==> config.mk <==
export PLATFORM = sky130hd
export DESIGN_NAME = ofm_relu_pack
export DESIGN_NICKNAME = d
export VERILOG_FILES = /design/src/rtl/ofm_relu_pack.sv
export SDC_FILE = /design/constraint.sdc
export NUM_CORES = 1
export LEC_CHECK = 0
export CAP_MARGIN = 5
export CORE_MARGIN = 5
export CORE_UTILIZATION = 58
export DETAILED_ROUTE_END_ITERATION = 12
export PLACE_DENSITY = 0.81
export SLEW_MARGIN = 30
export SYNTH_ARGS = -nofsm -noshare
export SYNTH_HDL_FRONTEND = slang
export SYNTH_SLANG_ARGS = --single-unit
==> constraint.sdc <==
create_clock -name clk1 -period 3.4 [get_ports clk1]
set_input_delay 0.68 -clock clk1 [delete_from_list [all_inputs] [get_ports clk1]]
set_output_delay 0.68 -clock clk1 [all_outputs]
set_load 0.02 [all_outputs]
==> src/rtl/ofm_relu_pack.sv <==
// Output-feature-map post-processing: optional ReLU, arithmetic shift and 8-bit saturation.
// Results are packed four per 32-bit word into a show-ahead FIFO.
module ofm_relu_pack #(
  parameter int unsigned DATA_WIDTH  = 16,
  parameter int unsigned TILING_SIZE = 8,
  parameter int unsigned FIFO_DEPTH  = 4
) (
  input  logic                          clk1,
  input  logic                          rst_n,
  input  logic                          clr,
  input  logic [DATA_WIDTH-1:0]         ofm,
  input  logic                          valid_data,
  input  logic                          relu_en,
  input  logic [3:0]                    shift,
  output logic [31:0]                   pack_data,
  output logic                          pack_valid,
  input  logic                          pack_ready,
  output logic                          tile_done,
  output logic [$clog2(FIFO_DEPTH):0]   fifo_level,
  output logic                          overflow
);

  localparam int unsigned AW = $clog2(FIFO_DEPTH);
  localparam int unsigned LW = AW + 1;
  localparam int unsigned EW = (TILING_SIZE > 1) ? $clog2(TILING_SIZE) : 1;

  localparam logic signed [DATA_WIDTH-1:0] UMax = DATA_WIDTH'(255);
  localparam logic signed [DATA_WIDTH-1:0] SMax = DATA_WIDTH'(127);
  localparam logic signed [DATA_WIDTH-1:0] SMin = DATA_WIDTH'(-128);

  logic signed [DATA_WIDTH-1:0] s1_data;
  logic                         s1_vld;
  logic signed [DATA_WIDTH-1:0] relu_val;
  logic signed [DATA_WIDTH-1:0] shifted;
  logic [7:0]                   res_byte;

  logic [1:0]    cnt_q;
  logic [23:0]   word_q;
  logic [EW-1:0] elem_q;
  logic          tile_done_q;

  logic [31:0]   mem [FIFO_DEPTH];
  logic [AW-1:0] wptr_q, rptr_q;
  logic [LW-1:0] level_q;
  logic          overflow_q;
  logic          push, pop, full, wr_en;

  always_ff @(posedge clk1 or negedge rst_n) begin
    if (!rst_n) begin
      s1_data <= '0;
      s1_vld  <= 1'b0;
    end else begin
      s1_data <= ofm;
      s1_vld  <= valid_data & ~clr;
    end
  end

  always_comb begin
    relu_val = (relu_en && s1_data[DATA_WIDTH-1]) ? '0 : s1_data;
    shifted  = relu_val >>> shift;
    res_byte = shifted[7:0];
    if (relu_en) begin
      if (shifted > UMax) res_byte = 8'hFF;
    end else if (shifted > SMax) begin
      res_byte = 8'h7F;
    end else if (shifted < SMin) begin
      res_byte = 8'h80;
    end
  end

  // Byte lanes 0..2 are staged; lane 3 comes straight from the current result on push.
  always_ff @(posedge clk1 or negedge rst_n) begin
    if (!rst_n) begin
      cnt_q       <= 2'd0;
      word_q      <= '0;
      elem_q      <= '0;
      tile_done_q <= 1'b0;
    end else if (clr) begin
      cnt_q       <= 2'd0;
      elem_q      <= '0;
      tile_done_q <= 1'b0;
    end else begin
      tile_done_q <= s1_vld && (elem_q == EW'(TILING_SIZE - 1));
      if (s1_vld) begin
        cnt_q  <= cnt_q + 2'd1;
        elem_q <= (elem_q == EW'(TILING_SIZE - 1)) ? '0 : elem_q + EW'(1);
        case (cnt_q)
          2'd0:    word_q[7:0]   <= res_byte;
          2'd1:    word_q[15:8]  <= res_byte;
          2'd2:    word_q[23:16] <= res_byte;
          default: ;
        endcase
      end
    end
  end

  assign push  = s1_vld && (cnt_q == 2'd3) && !clr;
  assign pop   = pack_valid && pack_ready;
  assign full  = (level_q == LW'(FIFO_DEPTH));
  // When full, a same-edge pop frees the slot the push writes into.
  assign wr_en = push && (!full || pop);

  always_ff @(posedge clk1) begin
    if (wr_en) mem[wptr_q] <= {res_byte, word_q};
  end

  always_ff @(posedge clk1 or negedge rst_n) begin
    if (!rst_n) begin
      wptr_q     <= '0;
      rptr_q     <= '0;
      level_q    <= '0;
      overflow_q <= 1'b0;
    end else if (clr) begin
      wptr_q     <= '0;
      rptr_q     <= '0;
      level_q    <= '0;
      overflow_q <= 1'b0;
    end else begin
      if (wr_en) wptr_q <= wptr_q + AW'(1);
      if (pop)   rptr_q <= rptr_q + AW'(1);
      if (wr_en && !pop)      level_q <= level_q + LW'(1);
      else if (!wr_en && pop) level_q <= level_q - LW'(1);
      if (push && full && !pop) overflow_q <= 1'b1;
    end
  end

  assign pack_valid = (level_q != '0);
  assign pack_data  = pack_valid ? mem[rptr_q] : 32'h0;
  assign fifo_level = level_q;
  assign overflow   = overflow_q;
  assign tile_done  = tile_done_q;

endmodule

Word level (Yosys, flattened, before mapping)
Memories as Yosys holds them, arrays and structs flattened. Cells that the tools add are included.

Bits in registers: 55. Bits in latches: 0. RAM bits: 128. ROM bits: 0. Bits of input ports: 26. Output and inout bits: 38. Logic and storage cells: 78. Memories kept: 1.

Memories: mem (words 4, width 32, read ports 1, clocked after Yosys merged registers in 0, wr ports 1, line 42) `logic [31:0] mem [FIFO_DEPTH];`.

$add $sub $neg: 6. Multipliers: 0. Divide/modulo/power cells: 0. Order comparisons: 3. Eq/ne operators: 5. Shifts and indexed selects: 1. Multiplexer cells: 23. Bitwise gates (word level): 2. Reduce and logical (&&, ||, !) cells: 25.

Operator list (count): two-way mux 32 bit (1); two-way mux 8 bit (4); two-way mux 3 bit (6); greater-than comparator 16 x 8 -> 1 bit (second input constant) (1); greater-than comparator 16 x 9 -> 1 bit (second input constant) (1); < comparator 16 x 8 -> 1 bit (second input constant) (1); two-way mux 16 bit (1); >>> shifter 16 x 4 -> 16 bit (1); two-way mux 2 bit (6); logical AND 1 bit (10); AND reduction 3 bit (3); nonzero test 2 bit (4); adder 2 x 1 -> 2 bit (second input constant) (3); adder 3 x 1 -> 3 bit (second input constant) (2); == test 3 bit (second input constant) (2); nonzero test 3 bit (2); two-way mux 1 bit (5); == test 2 bit (second input constant) (2); logical NOT 1 bit (4); subtractor 3 x 1 -> 3 bit (second input constant) (1); == test 2 x 1 -> 1 bit (second input constant) (1); logical NOT 2 bit (1); AND 1 bit (1); logical OR 1 bit (1); inverter 1 bit (1).

Longest topological paths before layout
Gate-level depths: netlist of the first run.

Word-level depth: 9. Mapped depth: 11.

Least setup slack after synthesis of the first run
Ideal clock, no wire load.

Kind: input-to-reg. Start point: input pack_ready. End point: register level_q[2], in the netlist fifo_level[2]. Setup time: 77 ps. Arrival: 2931 ps. Required time: 3323 ps. Slack: 392 ps. Stages on the path: 8. Path buffers: 2. Cells stage by stage: clkbuf_1 -> or4b_2 -> and3_1 -> clkbuf_1 -> and2_1 -> fa_1 -> or4_1 -> a21oi_1.

Cells in the longest elaborated chain, start to end: 6. Elaborated cells on any way between the ends: 10. Classes of those cells: mux: 2; reduce/logical: 8.

Ends and longest elaborated chain: start, declared (line 17) `input logic pack_ready,`; logical AND 1 bit (*) (line 98) `assign pop = pack_valid && pack_ready;`; logical OR 1 bit (line 101) `assign wr_en = push && (!full || pop);`; logical AND 1 bit (line 101); logical AND 1 bit / logical NOT 1 bit (equally long branches) (line 121, 122); two-way mux 3 bit / logical AND 1 bit (equally long branches) (line 121, 122); two-way mux 3 bit / nonzero test 3 bit (equally long branches); end signal, assigned (line 121) `if (wr_en && !pop) level_q <= level_q + LW'(1);`; end signal, assigned (line 122) `else if (!wr_en && pop) level_q <= level_q - LW'(1);`; end, declared (line 44) `logic [LW-1:0] level_q;`.

Every way passes the cells marked *; elsewhere a longest branch is shown, timed or not. A chain may end at the register's enable or synchronous reset.

Worst setup path after layout of the first run
Start point: register rptr_q[0]. End point: output pack_data[26].

Cells in the longest elaborated chain, start to end: 2.

Ends and longest elaborated chain: start, declared (line 43) `logic [AW-1:0] wptr_q, rptr_q;`; start signal, assigned (line 120) `if (pop) rptr_q <= rptr_q + AW'(1);`; memory (4 x 32 bit); two-way mux 32 bit (line 128) `assign pack_data = pack_valid ? mem[rptr_q] : 32'h0;`; end, declared (line 15) `output logic [31:0] pack_data,`.

Every way passes these cells.

==> flow_metrics.env, run 1 <==
export IMPL_status="finished, final reports clean"
export IMPL_wl_um=17100
export IMPL_die_w_um=128
export IMPL_combinationalPowerShare=0.078
export IMPL_power_total_uw=4980
export IMPL_cp_end_kind="output pin"
export IMPL_clock_sinks=183
export IMPL_final_nets=648
export IMPL_yosys_warnings=0
export IMPL_ys_ff_latch=183
export IMPL_synth_top_area_frac=0.475
export IMPL_critical_path_class="reg2out"
export IMPL_clkTransAtPathRegs_ps=60
export IMPL_switchingPower_uw=1160
export IMPL_max_slew_margin=0.486
export IMPL_timing_final_crit_share=0.972
export IMPL_synth_fp_nets=556
export IMPL_synth_simple_gate_area_frac=0.0839
export IMPL_yosysSeqAreaShare=0.646
export IMPL_drtIter0Drc=407
export IMPL_power_share_switching=0.233
export IMPL_cts_tree="yes"
export IMPL_synthMuxAreaShare=0.147
export IMPL_regToRegSetupSlack_ps=690
export IMPL_vias=4793
export IMPL_synthArstFlopShare=0.301
export IMPL_via_per_inst=5.97
export IMPL_r2r_cells=7
export IMPL_antenna_found_initial=0
export IMPL_clockRootBuffer="clkbuf_16"
export IMPL_core_rowCount=43
export IMPL_fillers=928
export IMPL_syn_cell_area_mm2=0.00808
export IMPL_overflow=0
export IMPL_syn2layout_area_growth_pct=19.8
export IMPL_setup_violations=0
export IMPL_crit_arrival_ps=2630
export IMPL_grt_setup_unrepaired="no"
export IMPL_grt_usage=0.223
export IMPL_drt_pass1_iterations=7
export IMPL_cts_buffers=17
export IMPL_p_clk_frac=0.378
export IMPL_antenna_left=0
export IMPL_startpoint_type="register"
export IMPL_wl_per_cell_um=21.3
export IMPL_hold_buffers=0
export IMPL_cp_required_ps=2720
export IMPL_grt_pass1_wl_um=27300
export IMPL_hold_path_class="in2async"
export IMPL_hold_viol=0
export IMPL_clock_latency_ps=420
export IMPL_seq_power_share=0.544
export IMPL_peakVddDrop_v=0.000286
export IMPL_multiInputGateArea_mm2=0.00267
export IMPL_skew_ps=8.25
export IMPL_synth_compound_area_share=0.0758
export IMPL_dieArea_mm2=0.0164
export IMPL_synth_fa_ha_area_frac=0.0180
export IMPL_min_period_ps=3310
export IMPL_p_leak_uw=0.00350
export IMPL_pin_count=64
export IMPL_p_int_uw=3820
export IMPL_core_mm2=0.0138
export IMPL_drv_cap=0
export IMPL_timing_final_max_slew_violations=0
export IMPL_synth_xor_area_frac=0.00542
export IMPL_ys_top_cells_by_area="edfxtp_1 48%, dfrtp_1 17%, mux4_2 11%"
export IMPL_seq_area_mm2=0.00522
export IMPL_synth_enable_flop_cells=128
export IMPL_whs_ps=327
export IMPL_place_gp_congestion=0.826
export IMPL_synth_distinct_cells=61
export IMPL_syn_inst=519
export IMPL_synth_most_common_cell="edfxtp_1"
export IMPL_dp_slack_ps=-204
export IMPL_cp_max_fo=11
export IMPL_post_synth_top_area_cell="edfxtp_1"
export IMPL_initial_core_util=0.587
export IMPL_layout_setup_ws_ps=94.6
export IMPL_h_tree_depth=4
export IMPL_netlist_top_cells_count="128 x edfxtp_1, 55 x dfrtp_1, 41 x mux4_2"
export IMPL_die_h_um=128
export IMPL_r2r_start="s1_data[15]"
export IMPL_power_density_mw_per_mm2=514
export IMPL_tightest_slew_ps=770
export IMPL_numPortBuffers=63
export IMPL_grt_start_max_net_pins=36
export IMPL_synth_area_per_cell_um2=15.6
export IMPL_timing_fmax_mhz=303
export IMPL_drc=0
export IMPL_place_hpwl_um=11300
export IMPL_diodes=0
export IMPL_synth_main_ff_cell="edfxtp_1"
export IMPL_grt_pass1_vias=4958
export IMPL_drive_gt1_frac=0.207
export IMPL_cts_max_path_buffers=2
export IMPL_worstReg2RegEnd="mem[0][28]"
export IMPL_synth_top_family_by_area="multiplexers"
export IMPL_layout_core_utilization=0.703
[sequential cells by signal, summed over array words and instances, names as in the netlist]
| name | cells |
|---|---|
| tile_done | 1 |
| fifo_level | 3 |
| overflow | 1 |
| rptr_q | 2 |
| cnt_q | 2 |
| s1_data | 16 |
| word_q | 24 |
| elem_q | 3 |
| mem | 128 |
| s1_vld | 1 |
| wptr_q | 2 |
[power groups by stage]
stage	registers, uW	clock network [uW]	logic, uW
floorplan	2680	0	244
global placement	2730	0	365
detailed placement	2750	0	385
CTS	2710	1910	388
global route	2720	2030	427
finish	2710	1880	387
[worst max-delay path, stage by stage, from the launching register on]
cell	delay, ps
dfrtp_2	660
buf_12	230
mux4_2	570
and2_1	190
clkdlybuf4s50_1	550
[kinds of logic after synthesis]
family / count (synthesis)
compound gates: 79
simple gates: 134
flops: 183
xor+xnor: 5
fa+ha+maj: 11
mux: 65
buf+inv: 42
[metrics by stage]
step / instances / instance area [um^2] / setup TNS, ps
after floorplan: 519 / 8080 / 0
after global placement: 772 / 9130 / -851
after detailed placement: 772 / 9130 / -3670
after CTS: 803 / 9690 / 0
after global routing: 803 / 9690 / 0
final: 803 / 9690 / 0
[cell usage in the layout (no fill, tap or decap), types with 3 or more instances in the layout]
cell type	Yosys	routed
nand2_1	38	38
xnor2_1	3	3
mux2i_1	20	20
buf_4	1	38
o22ai_1	3	3
dfrtp_1	55	54
clkbuf_16	0	17
buf_12	1	3
inv_1	9	9
a31oi_1	4	4
and2_1	40	40
mux4_2	41	41
a211oi_1	3	3
clkinv_2	0	4
and3_1	3	3
o21ai_0	10	10
ha_1	10	10
o21ai_1	3	3
clkinv_1	2	4
edfxtp_1	128	128
a21oi_1	9	9
nor2_1	31	31
o31ai_1	20	20
o211ai_1	4	4
o21a_2	5	5
clkdlybuf4s50_1	0	62
nor3_1	4	4
nand3_1	4	4
clkinv_4	0	3
nor2b_1	4	4
[timing repair]
| item | 4_1_cts | 5_1_grt |
|---|---|---|
| resized for setup | 1 | 0 |
| endpoints found under the setup margin | 1 | 0 |
| setup buffers | 0 | 0 |
[final cells by class]
type | instances | area share
clock buffer | 18 | 0.0443
clock inverter | 13 | 0.0136
inverter | 11 | 0.00426
multi-input combinational | 294 | 0.275
sequential | 183 | 0.539
tap | 180 | 0.0232
timing repair buffer | 104 | 0.100
[worst max path at each step]
| stage | from | endpoint | depth (start not counted) |
|---|---|---|---|
| after global placement | shift[0] | mem[0][28] | 8 |
| final | rptr_q[0] | pack_data[26] | 4 |
| after floorplan | pack_ready | fifo_level[2] | 8 |
| after global routing | shift[0] | mem[0][28] | 8 |
| after CTS | rptr_q[0] | pack_data[26] | 4 |
| after detailed placement | shift[0] | mem[0][28] | 8 |
[routing by layer]
metal  vias up  wire, um  track usage  part of all wire
li1       2182         -            -                 -
met1      2412      6730        0.280              0.39
met2       162      8990        0.382              0.53
met3        37       926       0.0504             0.054
met4         0       471       0.0836             0.028
met5         -         0            0                 0
Note: power is estimated with default switching activity, not from simulation.
==> run 2, diff against run 1 <==
--- a/config.mk
+++ b/config.mk
@@ -7,9 +7,9 @@
 export LEC_CHECK = 0
 export CAP_MARGIN = 5
 export CORE_MARGIN = 5
-export CORE_UTILIZATION = 58
+export CORE_UTILIZATION = 63
 export DETAILED_ROUTE_END_ITERATION = 12
-export PLACE_DENSITY = 0.81
+export PLACE_DENSITY = 0.87
 export SLEW_MARGIN = 30
 export SYNTH_ARGS = -nofsm -noshare
 export SYNTH_HDL_FRONTEND = slang
==> constraint.sdc (replaced) <==
create_clock -name clk1 -period 4.27 [get_ports clk1]
set_input_delay 0.854 -clock clk1 [delete_from_list [all_inputs] [get_ports clk1]]
set_output_delay 0.854 -clock clk1 [all_outputs]
set_load 0.02 [all_outputs]
==> run 2 against run 1 <==
  * Combinational power decreased by 27%
  * Sequential cell count unchanged
  * Critical path depth increased by 4
  * Register-to-register slack improved by 740 ps
  * Critical endpoint is now mem[0][26]
  * Sequential power decreased by 20%
  * Highest routed layer unchanged
==> flow_metrics.env, run 2 (same netlist as run 1, synthesis figures left out) <==
export IMPL_startpoint="shift[0]"
export IMPL_core_rowCount=41
export IMPL_cp_end_kind="register"
export IMPL_top_regs="mem (128), word_q (24), s1_data (16)"
export IMPL_cp_required_ps=4420
export IMPL_skew_ps=9.26
export IMPL_hold_buffers=0
export IMPL_timing_final_crit_share=0.843
export IMPL_initial_core_util=0.641
export IMPL_tightest_slew_ps=620
export IMPL_setup_violations=0
export IMPL_cts_max_path_buffers=2
export IMPL_numPortBuffers=63
export IMPL_cts_buffers=17
export IMPL_hold_viol=0
export IMPL_final_common_cell="edfxtp_1"
export IMPL_place_hpwl_um=10800
export IMPL_post_cts_buffers=0
export IMPL_timing_final_max_slew_violations=0
export IMPL_worstReg2RegEnd="mem[0][26]"
export IMPL_clock_sinks=183
export IMPL_dieArea_mm2=0.0152
export IMPL_hold_path_class="in2async"
export IMPL_diodes=0
export IMPL_peakVddDrop_v=0.000249
export IMPL_regToRegSetupSlack_ps=1430
export IMPL_seq_area_mm2=0.00522
export IMPL_critical_path_class="in2reg"
export IMPL_drt_pass1_iterations=5
export IMPL_vias=4770
export IMPL_largest_register="mem"
export IMPL_min_period_ps=3600
export IMPL_cts_repair_resized=0
export IMPL_fillers=776
export IMPL_wl_per_cell_um=21.1
export IMPL_die_h_um=123
export IMPL_clockRootBuffer="clkbuf_16"
export IMPL_layout_core_utilization=0.750
export IMPL_drc=0
export IMPL_power_density_mw_per_mm2=416
export IMPL_grt_start_max_net_pins=36
export IMPL_fin_setup_tns_ps=0
export IMPL_syn2layout_area_growth_pct=17.0
export IMPL_die_w_um=123
export IMPL_final_nets=622
export IMPL_grt_usage=0.230
export IMPL_drive_gt1_frac=0.169
export IMPL_timing_fmax_mhz=278
export IMPL_p_leak_uw=0.00335
export IMPL_grt_setup_unrepaired="no"
export IMPL_clkTransAtPathRegs_ps=60
export IMPL_pin_count=64
export IMPL_core_mm2=0.0126
export IMPL_clock_latency_ps=420
export IMPL_drv_cap=0
export IMPL_status="finished, final reports clean"
export IMPL_antenna_left=0
export IMPL_antenna_found_initial=0
export IMPL_r2r_cells=7
export IMPL_place_gp_congestion=0.873
export IMPL_largest_reg_flops=128
export IMPL_drtIter0Drc=535
export IMPL_cts_tree="yes"
export IMPL_h_tree_depth=4
export IMPL_r2r_start="s1_data[15]"
export IMPL_grt_pass1_vias=4854
export IMPL_grt_pass1_wl_um=25700
export IMPL_via_per_inst=6.19
export IMPL_startpoint_type="primary input"
export IMPL_overflow=0
export IMPL_max_slew_margin=0.586
export IMPL_wl_um=16200
export IMPL_layout_common_cells="128 x edfxtp_1, 62 x clkdlybuf4s50_1, 54 x dfrtp_1, 41 x mux4_2, 40 x and2_1"
export IMPL_crit_arrival_ps=3750
export IMPL_cp_max_fo=10
export IMPL_multiInputGateArea_mm2=0.00267
run 2: cell type report:
type | count | area share
flip-flops and latches | 183 | 0.552
multi-input cells | 294 | 0.282
clock inverters | 11 | 0.0130
repair buffers | 78 | 0.0794
clock buffers | 21 | 0.0466
inverters | 11 | 0.00436
well taps | 172 | 0.0227
run 2: routing by layer:
metal / routed length, um / share of wire / track usage
met2: 8720 / 0.54 / 0.404
met4: 305 / 0.019 / 0.0775
met1: 6210 / 0.38 / 0.291
met5: 0 / 0 / 0
met3: 990 / 0.061 / 0.0425
run 2: how the worst max path moves through the flow:
stage	to	slack, ps	depth (start not counted)
floorplan	fifo_level[2]	1090	8
global placement	mem[2][25]	360	8
detailed placement	mem[1][26]	280	8
CTS	mem[0][26]	710	8
global route	mem[0][26]	510	8
finish	mem[0][26]	670	8
run 2: power by group:
part           switching (uW)  internal [uW]  total (uW)
Clock                     630            863        1490
Sequential                113           2050        2160
Combinational             160            121         281
Total                     903           3030        3930
run 2: per-stage QoR:
stage / setup slack, ps / hold slack [ps] / instance area [um^2] / cells / power (uW)
after floorplan: 1090 / 476 / 8080 / 519 / 2330
after global placement: 362 / 503 / 8900 / 738 / 2450
after detailed placement: 284 / 526 / 8900 / 738 / 2470
after CTS: 709 / 448 / 9460 / 770 / 3950
after global routing: 508 / 466 / 9460 / 770 / 4070
final: 672 / 441 / 9460 / 770 / 3930
run 2: worst max-delay path, stage by stage:
cell	delay (ps)
clkdlybuf4s50_1	770
mux2_4	380
o311ai_2	340
a21oi_1	170
a2111oi_4	470
a22oi_1	280
nor2_1	320
nor2_1	160
